### config.mk
export PLATFORM = sky130hd
export DESIGN_NAME = vga_plot_arbiter
export DESIGN_NICKNAME = d
export VERILOG_FILES = /design/src/rtl/vga_plot_arbiter.sv
export SDC_FILE = /design/constraint.sdc
export NUM_CORES = 1
export LEC_CHECK = 0
export ABC_AREA = 1
export CAP_MARGIN = 20
export CORE_ASPECT_RATIO = 1.5
export CORE_MARGIN = 4
export CORE_UTILIZATION = 53
export DETAILED_ROUTE_END_ITERATION = 10
export PLACE_DENSITY_LB_ADDON = 0.2
export REMOVE_ABC_BUFFERS = 1
export SKIP_CTS_REPAIR_TIMING = 1
export SKIP_LAST_GASP = 1
export SYNTH_ARGS = -nofsm -noshare
export SYNTH_HDL_FRONTEND = slang
export SYNTH_SLANG_ARGS = --single-unit
export TNS_END_PERCENT = 10
### constraint.sdc
create_clock -name clk -period 4.5 [get_ports clk]
set_input_delay 0.9 -clock clk [delete_from_list [all_inputs] [get_ports clk]]
set_output_delay 0.9 -clock clk [all_outputs]
set_load 0.02 [all_outputs]
### src/rtl/vga_plot_arbiter.sv
// vga_plot_arbiter
//   Shares the single VGA adapter pixel-write port between NREQ rectangle
//   fill requesters. Requesters are granted round-robin. The granted rectangle
//   is rasterised at one pixel per clock, and off-screen pixels are clipped.
//
//   Optional feature (compile-time macro VGA_ARB_CLEAR_ON_RESET_EN): after
//   reset the block first paints the whole visible screen with BG_COLOUR and
//   only then accepts requests.
//
// Ports
//   clk        system clock
//   resetn     asynchronous active-low reset
//   req        per-requester request (command stable while high, until ack)
//   cmd_x/y    packed rectangle top-left corner, requester i at [i*W +: W]
//   cmd_w/h    packed rectangle width / height in pixels
//   cmd_colour packed fill colour
//   ack        one-cycle pulse: command of that requester latched
//   done       one-cycle pulse: rectangle of that requester complete
//   busy       high whenever the FSM is not in IDLE
//   x/y/colour pixel to the adapter
//   draw_en    plot strobe to the adapter
//   state_dbg  current FSM state (0 IDLE, 1 DRAW, 2 FINISH, 3 CLEAR)
//
// Handshake: a requester raises req with a stable command. The arbiter samples
// req only in IDLE and answers the winner with a one-cycle ack. After ack the
// requester may drop req or change its command. A one-cycle done follows when
// the last pixel has been presented. A req still high when the arbiter returns
// to IDLE counts as a new request.
module vga_plot_arbiter #(
    parameter int NREQ      = 3,
    parameter int XW        = 9,
    parameter int YW        = 9,
    parameter int CW        = 9,
    parameter int SCREEN_W  = 160,
    parameter int SCREEN_H  = 120,
    parameter int BG_COLOUR = 0
) (
    input  logic                 clk,
    input  logic                 resetn,
    input  logic [NREQ-1:0]      req,
    input  logic [NREQ*XW-1:0]   cmd_x,
    input  logic [NREQ*YW-1:0]   cmd_y,
    input  logic [NREQ*XW-1:0]   cmd_w,
    input  logic [NREQ*YW-1:0]   cmd_h,
    input  logic [NREQ*CW-1:0]   cmd_colour,
    output logic [NREQ-1:0]      ack,
    output logic [NREQ-1:0]      done,
    output logic                 busy,
    output logic [XW-1:0]        x,
    output logic [YW-1:0]        y,
    output logic [CW-1:0]        colour,
    output logic                 draw_en,
    output logic [1:0]           state_dbg
);

    localparam int GW = (NREQ > 1) ? $clog2(NREQ) : 1;
    localparam int LAST_REQ = NREQ - 1;
    localparam logic [GW-1:0] LAST_GRANT_RST = LAST_REQ[GW-1:0];
    localparam logic [XW:0]   SW_L  = SCREEN_W[XW:0];
    localparam logic [YW:0]   SH_L  = SCREEN_H[YW:0];
    localparam logic [XW-1:0] X_ONE = 1;
    localparam logic [YW-1:0] Y_ONE = 1;
`ifdef VGA_ARB_CLEAR_ON_RESET_EN
    localparam int SWM1 = SCREEN_W - 1;
    localparam int SHM1 = SCREEN_H - 1;
    localparam logic [XW-1:0] CLR_X_LAST = SWM1[XW-1:0];
    localparam logic [YW-1:0] CLR_Y_LAST = SHM1[YW-1:0];
    localparam logic [CW-1:0] BG         = BG_COLOUR[CW-1:0];
`endif

    typedef enum logic [1:0] {
        S_IDLE   = 2'd0,
        S_DRAW   = 2'd1,
        S_FINISH = 2'd2,
        S_CLEAR  = 2'd3
    } state_t;

    state_t          state, state_n;
    logic [GW-1:0]   last_grant, last_grant_n, grant, grant_n;
    logic [XW-1:0]   x0, x0_n, w_r, w_n, col, col_n;
    logic [YW-1:0]   y0, y0_n, h_r, h_n, row, row_n;
    logic [CW-1:0]   fill, fill_n;
    logic [NREQ-1:0] ack_n, done_n;
    logic            busy_n, draw_en_n;
    logic [XW-1:0]   x_n;
    logic [YW-1:0]   y_n;
    logic [CW-1:0]   colour_n;
    logic [XW:0]     px;
    logic [YW:0]     py;
    logic            found;
    logic [GW-1:0]   pick, cand;
    int              idx;

    assign state_dbg = state;

    // Round-robin search starting one past the last grant, wrapping.
    always_comb begin
        found = 1'b0;
        pick  = '0;
        cand  = '0;
        idx   = 0;
        for (int i = 1; i <= NREQ; i++) begin
            idx  = (int'(last_grant) + i) % NREQ;
            cand = idx[GW-1:0];
            if (!found && req[cand]) begin
                found = 1'b1;
                pick  = cand;
            end
        end
    end

    always_comb begin
        // One bit wider than the coordinate so overflow lands off-screen.
        px = {1'b0, x0} + {1'b0, col};
        py = {1'b0, y0} + {1'b0, row};

        state_n      = state;
        last_grant_n = last_grant;
        grant_n      = grant;
        x0_n         = x0;
        y0_n         = y0;
        w_n          = w_r;
        h_n          = h_r;
        fill_n       = fill;
        col_n        = col;
        row_n        = row;
        ack_n        = '0;
        done_n       = '0;
        draw_en_n    = 1'b0;
        x_n          = x;
        y_n          = y;
        colour_n     = colour;

        case (state)
            S_IDLE: begin
                if (found) begin
                    grant_n      = pick;
                    last_grant_n = pick;
                    x0_n         = cmd_x[pick*XW +: XW];
                    y0_n         = cmd_y[pick*YW +: YW];
                    w_n          = cmd_w[pick*XW +: XW];
                    h_n          = cmd_h[pick*YW +: YW];
                    fill_n       = cmd_colour[pick*CW +: CW];
                    col_n        = '0;
                    row_n        = '0;
                    ack_n[pick]  = 1'b1;
                    // An empty rectangle acks and completes in the same cycle.
                    if (cmd_w[pick*XW +: XW] == '0 || cmd_h[pick*YW +: YW] == '0) begin
                        state_n      = S_FINISH;
                        done_n[pick] = 1'b1;
                    end else begin
                        state_n = S_DRAW;
                    end
                end
            end
            S_DRAW: begin
                x_n       = px[XW-1:0];
                y_n       = py[YW-1:0];
                colour_n  = fill;
                draw_en_n = (px < SW_L) && (py < SH_L);
                if (col == w_r - X_ONE) begin
                    col_n = '0;
                    if (row == h_r - Y_ONE) begin
                        // done lines up with the last pixel on the outputs.
                        state_n       = S_FINISH;
                        done_n[grant] = 1'b1;
                    end else begin
                        row_n = row + Y_ONE;
                    end
                end else begin
                    col_n = col + X_ONE;
                end
            end
            S_FINISH: begin
                state_n = S_IDLE;
            end
`ifdef VGA_ARB_CLEAR_ON_RESET_EN
            S_CLEAR: begin
                x_n       = col;
                y_n       = row;
                colour_n  = BG;
                draw_en_n = 1'b1;
                if (col == CLR_X_LAST) begin
                    col_n = '0;
                    if (row == CLR_Y_LAST) begin
                        state_n = S_IDLE;
                    end else begin
                        row_n = row + Y_ONE;
                    end
                end else begin
                    col_n = col + X_ONE;
                end
            end
`endif
            default: begin
                state_n = S_IDLE;
            end
        endcase

        busy_n = (state_n != S_IDLE);
    end

    always_ff @(posedge clk or negedge resetn) begin
        if (!resetn) begin
`ifdef VGA_ARB_CLEAR_ON_RESET_EN
            state <= S_CLEAR;
            busy  <= 1'b1;
`else
            state <= S_IDLE;
            busy  <= 1'b0;
`endif
            last_grant <= LAST_GRANT_RST;
            grant      <= '0;
            x0         <= '0;
            y0         <= '0;
            w_r        <= '0;
            h_r        <= '0;
            fill       <= '0;
            col        <= '0;
            row        <= '0;
            ack        <= '0;
            done       <= '0;
            x          <= '0;
            y          <= '0;
            colour     <= '0;
            draw_en    <= 1'b0;
        end else begin
            state      <= state_n;
            busy       <= busy_n;
            last_grant <= last_grant_n;
            grant      <= grant_n;
            x0         <= x0_n;
            y0         <= y0_n;
            w_r        <= w_n;
            h_r        <= h_n;
            fill       <= fill_n;
            col        <= col_n;
            row        <= row_n;
            ack        <= ack_n;
            done       <= done_n;
            x          <= x_n;
            y          <= y_n;
            colour     <= colour_n;
            draw_en    <= draw_en_n;
        end
    end

endmodule
Yosys cells after proc, flatten, opt, wreduce, memory -nomap -nowiden
Cells that the tools add are included.
{ "word_totals": {"latch_bits": 0, "word_cells": 101, "output_inout_bits": 37, "reg_bits": 104, "memories": 0, "ram_bits": 0, "rom_bits": 0} }
{ "op_classes": {"n_eq_ne": 6, "n_mul": 1, "magnitude_cmp": 9, "div_mod_pow": 3, "reduce_logical": 16, "muxes": 35, "bitwise": 0, "addsub": 9, "shift": 5} }
{ "op_table": {"columns": ["cell", "count"], "rows": [
  ["$shiftx A27 B7 Y9", 5],
  ["$mod A32 B3 Y32 const B", 3],
  ["$mux W9", 4],
  ["$pmux W9 S2", 2],
  ["$add A9 B9 Y10", 2],
  ["$add A9 B1 Y9 const B", 2],
  ["$eq A9 B9 Y1", 2],
  ["$logic_not A9 Y1", 2],
  ["$mux W3", 6],
  ["$sub A9 B1 Y9 const B", 2],
  ["$lt A2 B3 Y1 const B", 5],
  ["$mux W2", 7],
  ["$lt A10 B7 Y1 const B", 1],
  ["$lt A10 B8 Y1 const B", 1],
  ["$mux W1", 9],
  ["$add A2 B2 Y3 const B", 2],
  ["$bmux W1 S2", 3],
  ["$mul A2 B4 Y6 const B", 1],
  ["$ne A2 B2 Y1 const B", 3],
  ["$pmux W3 S2", 1],
  ["$logic_and A1 B1 Y1", 5],
  ["$demux W1 S2", 2],
  ["$ge A2 B1 Y1 const B", 2],
  ["$pmux W2 S2", 1],
  ["8 further kinds", 11]
]} }

Depth between registers and ports, before layout
{ "logic_depth": {"ltp_word": 19, "depth_mapped": 22, "ltp_nobuf": 20} }

Worst setup path before layout
No wires, ideal clock.
{ "synth_timing": {"path_kind": "reg-to-reg", "startpoint": "register last_grant[1]", "endpoint": "register x0[2]", "t_required_ps": 4370, "period_less_slack_ps": 2496, "path_buffers": 4, "stages_incl_launch_ff": 16, "arrival_time_ps": 2366, "path_slack_ps": 2004, "path_cell_list": "dfstp_2 -> inv_1 -> ha_1 -> buf_4 -> inv_2 -> nand2_1 -> nand3_1 -> nand2_2 -> nand4_1 -> nand2_2 -> buf_4 -> buf_6 -> clkbuf_1 -> or2_2 -> o211ai_1 -> nand3_1"} }
{ "synth_via": {"elab_chain_cells": 13, "word_cells_on_any_way": 25, "classes_between": "add/sub: 3; mul: 1; div: 3; shift: 1; mux: 12; reduce/logical: 5"} }
{ "synth_lines": {"columns": ["element", "line", "source"], "rows": [
  ["start: declaration", "79", "logic [GW-1:0] last_grant, last_grant_n, grant, grant_n;"],
  ["start signal: assignment", "230", "last_grant <= last_grant_n;"],
  ["$add A2 B1 Y3", "103", "idx = (int'(last_grant) + i) % NREQ;"],
  ["$mod A32 B3 Y32", "103", null],
  ["$bmux W1 S2", "105", "if (!found && req[cand]) begin"],
  ["$mux W1 (not written as such)", "105", null],
  ["$mux W1", "105", null],
  ["$logic_not A1 Y1", "105", null],
  ["$logic_and A1 B1 Y1", "105", null],
  ["$mux W1", "105", null],
  ["$logic_not A1 Y1", "105", null],
  ["$logic_and A1 B1 Y1", "105", null],
  ["$mux W2", "105", null],
  ["$mul A2 B4 Y6", "139", "x0_n = cmd_x[pick*XW +: XW];"],
  ["$shiftx A27 B7 Y9", "139", null],
  ["end signal: assignment", "232", "x0 <= x0_n;"],
  ["end: declaration", "80", "logic [XW-1:0] x0, x0_n, w_r, w_n, col, col_n;"]
]} }
Several ways; a longest one is shown, not always the timed one. The select of a mux whose other input is x is not followed.
A chain may end at the register's enable or synchronous reset.

Final worst setup path
{ "layout_timing": {"startpoint": "input port req[1]", "endpoint": "register done[2]"} }
{ "layout_via": {"elab_chain_cells": 16, "word_cells_on_any_way": 30, "classes_between": "mul: 1; order compare: 2; shift: 2; mux: 17; reduce/logical: 8"} }
{ "layout_lines": {"columns": ["element", "line", "source"], "rows": [
  ["start: declaration", "40", "input logic [NREQ-1:0] req,"],
  ["$bmux W1 S2", "105", null],
  ["$mux W1 (not written as such)", "105", null],
  ["$mux W1", "105", null],
  ["$logic_not A1 Y1", "105", null],
  ["$logic_and A1 B1 Y1", "105", null],
  ["$mux W1", "105", null],
  ["$logic_not A1 Y1", "105", null],
  ["$logic_and A1 B1 Y1", "105", null],
  ["$mux W2", "105", null],
  ["$mul A2 B4 Y6, or another cell as far along", "148", "if (cmd_w[pick*XW +: XW] == '0 || cmd_h[pick*YW +: YW] == '0) begin"],
  ["$shiftx A27 B7 Y9 / $logic_and A1 B1 Y1 (equally long branches)", "148, 150", null],
  ["$logic_not A9 Y1 / $mux W1 (equally long branches)", "148, 150", null],
  ["$logic_or A1 B1 Y1 / $demux W1 S2 (equally long branches)", "148, 150", null],
  ["$mux W3", "148", null],
  ["$mux W3 *", "136", "if (found) begin"],
  ["$pmux W3 S2 *", "134", "case (state)"],
  ["named net done_n[2]", "83", "logic [NREQ-1:0] ack_n, done_n;"],
  ["end signal: assignment", "240", "done <= done_n;"],
  ["end: declaration", "47", "output logic [NREQ-1:0] done,"]
]} }
Mark *: on every way through the listed nets, which the timed path passes. The rest lies on a longest branch. The select of a mux whose other input is x is not followed.

==> out/summary.md <==
- **R2R cell count** 19
- **Max Fanout on Critical Path** 34
- **critical path's largest stage delay** 0.53 ns
- **Critical Path Start Type** input port
- **grt ovf** 0
- **pin count of the biggest net entering global routing** 80
- **number of synthesized register bits** 103
- **Worst EP arrival** 3.53 ns
- **average cell area after synthesis** 7.564 um^2
- **CP Cell Sequence** clkdlybuf4s50_1, inv_1, nand2_1, nand3_1, nand2_1, nand3_2, nand3_2, nand2_2, buf_4, nand2_1, o21ai_0, a21oi_1, nand2_1, nor2_1, nand2_1, nand2_2, nand3_1, nand2_1
- **placement row count** 49
- **via count of the first global-routing pass** 6162
- **minimum setup slack among reg-to-reg paths** 1.29 ns
- **endpoint of the most critical register-to-register path** done[2]
- **count of mapped cells out of synthesis** 863
- **total routing usage reported by global routing** 0.2440
- **detailed-route via count** 6262
- **data required time of the critical path** 4.78 ns
- **worst clock skew on the final layout** 0.006404 ns
- **count of input and output buffers** 176
- **Fmax** 308.4 MHz
- **status** completed
- **Place WS** 0.9031 ns
- **post-DR vias/cell** 5.275
- **hold violation count in the final report** 0
- **die area** 14190 um^2
- **final setup margin** 1.258 ns
- **max-slew violation count** 0
- **startpoint-to-endpoint class of the critical path** in2reg
- **Most Frequent Cell on Critical Path** sky130_fd_sc_hd__nand2_1
- **Longest Clk Path Bufs** 2
- **total wire length** 17370 um
- **number of inserted filler cells in the final layout** 962
- **P&R area growth vs syn** 33.85%
- **Ports** 177
- **Peak supply drop** 0.0009468 V
- **initial antenna violation count** 0
- **count of unresolved DRC violations after routing** 0
- **worst max-slew margin expressed relative to the limit** 0.4093
- **insertion delay of the later-clocked pin in the worst-skew pair** 0.35 ns
- **slew of the pin with the lowest slew margin** 0.8848 ns
- **residual antenna-violating net count after detailed routing** 0
- **Die Span X** 98.61 um
- **synth unique cells** 42
- **ratio of final minimum period to clock period** 0.7205
- **count of final setup violators** 0
- **Hold Path Class** in2async
- **first-pass GRT wire length** 28210 um
- **DR WL/cell** 14.63 um
- **endpoint type of the worst setup path** register
- **cell area power density** 728.1 nW/um^2
- **fraction of final layout cells sized beyond drive strength 1** 0.06093
- **sink count of the clock tree** 103
- **Detailed Routing Iterations Pass 1** 5
- **Diodes inserted** 0
- **cell with the largest stage delay on the worst path** sky130_fd_sc_hd__clkdlybuf4s50_1
- **Sum Neg Setup Slack** 0 ns
- **Core Region** 12020 um^2
- **cell area after technology mapping** 6528 um^2
- **critical path capture point** done[2]
- **HPWL after detailed placement** 12890 um
- **RSZ-0062 raised after global routing** no
- **most frequent cells in the layout** 231 x sky130_fd_sc_hd__nand2_1, 175 x sky130_fd_sc_hd__clkdlybuf4s50_1, 102 x sky130_fd_sc_hd__dfrtp_1, 89 x sky130_fd_sc_hd__inv_1, 66 x sky130_fd_sc_hd__nand3_1
- **max capacitance violation total** 0
- **worst reg2reg startpoint** last_grant[1]
- **worst-case hold slack** 0.3611 ns
- **final critical delay including setup and external delays** 3.242 ns
- **Static Leakage** 4.052 nW
- **most common library cell in the layout ignoring fill and taps** sky130_fd_sc_hd__nand2_1
- **number of DRC markers in iteration 0** 228
- **fin nets** 1197
- **total CTS buffers** 9
- **cell chosen for the clock root** sky130_fd_sc_hd__clkbuf_16
- **fraction of the yosys area taken by sequential cells** 0.3951
- **H-tree depth** 3
- **Clk pin slew, worst setup/hold paths** 0.07 ns
- **CTS tree** yes
- **height of the die** 143.9 um
- **start point of the critical path** req[1]
- **routability-driven placement congestion ratio** 0.8810
- **starting density of the core** 0.5432
- **Yosys warnings** 0
## where the power goes
part           total (W)  internal [W]  switching (W)  leakage [nW]
combinational    0.00385       0.00149        0.00237          2.63
clock           0.000843      0.000503       0.000341         0.156
sequential       0.00166       0.00135       0.000317          1.27
## worst max-delay path, delay by kind of cell
| kind | cells | cell delay (ns) |
|---|---|---|
| simple gates | 13 | 1.41 |
| buf+inv | 3 | 0.97 |
| compound gates | 2 | 0.24 |
## area by class of cell
class	count	area, um^2	area share
well taps	153	191.4	0.02191
inverters	96	362.8	0.04153
flip-flops and latches	103	2579	0.2951
multi-input cells	631	3411	0.3904
clock buffers	11	242.7	0.02778
repair buffers	188	1869	0.2139
clock inverters	5	81.33	0.009308
## registers in the layout, summed over array words and instances (netlist names)
name        cells
x0              9
draw_en         1
w_r             9
grant           1
last_grant      2
row             9
x               9
colour          9
ack             3
state_dbg       2
done            3
busy            1
col             9
fill            9
y0              9
h_r             9
y               9
## kinds of logic (layout without fill, tap and decap cells)
group           Yosys count  in the layout  share of synthesized area
compound gates          134            134                     0.1219
simple gates            424            424                     0.2839
xor+xnor                 45             45                    0.06038
fa+ha+maj                28             28                    0.05597
buf+inv                 129            300                    0.08280
flops                   103            103                     0.3951
## stage by stage
| stage | utilization | cell area, um^2 | power (W) | cells |
|---|---|---|---|---|
| finish | 0.7271 | 8737 | 0.006361 | 1187 |
| detailed placement | 0.6978 | 8386 | 0.005502 | 1170 |
| global route | 0.7271 | 8737 | 0.006959 | 1187 |
| global placement | 0.6978 | 8386 | 0.005401 | 1170 |
| floorplan | - | 6350 | 0.004204 | 830 |
| CTS | 0.7248 | 8710 | 0.006379 | 1186 |
## synthesized netlist by cell type, drive strengths merged
library cell | number | share of area
a21o | 1 | 0.0012
fa | 2 | 0.0061
inv | 95 | 0.055
o21a | 1 | 0.0012
clkinv | 1 | 0.00057
or2 | 30 | 0.029
nor3b | 1 | 0.0012
xor2 | 30 | 0.040
nand3b | 4 | 0.0046
o211ai | 36 | 0.041
dfrtp | 102 | 0.39
a21oi | 23 | 0.018
nor2 | 63 | 0.038
ha | 26 | 0.050
buf | 17 | 0.018
dfstp | 1 | 0.0040
o22ai | 6 | 0.0058
nand2 | 237 | 0.14
clkbuf | 16 | 0.0092
nand4 | 7 | 0.0067
nor3 | 14 | 0.012
a31oi | 8 | 0.0077
o21bai | 2 | 0.0023
xnor2 | 15 | 0.020
nand3 | 68 | 0.054
o2111ai | 1 | 0.0013
o21ai | 55 | 0.042
o311ai | 1 | 0.0013
## worst min-delay path by stage
stage	startpoint	slack [ns]	cells past startpoint	end
2_1_floorplan	grant[1]	0.45	2	done[2]
3_3_place_gp	y[1]	0.45	2	y[1]
3_5_place_dp	y[1]	0.46	2	y[1]
4_1_cts	x[1]	0.48	2	x[1]
5_1_grt	resetn	0.36	1	fill[2]
6_report	resetn	0.36	1	fill[8]
## per-layer routing
| layer | track usage | vias to the layer above | wire [um] |
|---|---|---|---|
| li1 | - | 3139 | - |
| met1 | 0.2869 | 2892 | 7071 |
| met2 | 0.4538 | 209 | 8977 |
| met3 | 0.03497 | 22 | 1003 |
| met4 | 0.08129 | 0 | 313 |
| met5 | 0 | - | 0 |
Note: power is estimated with default switching activity, not from simulation.
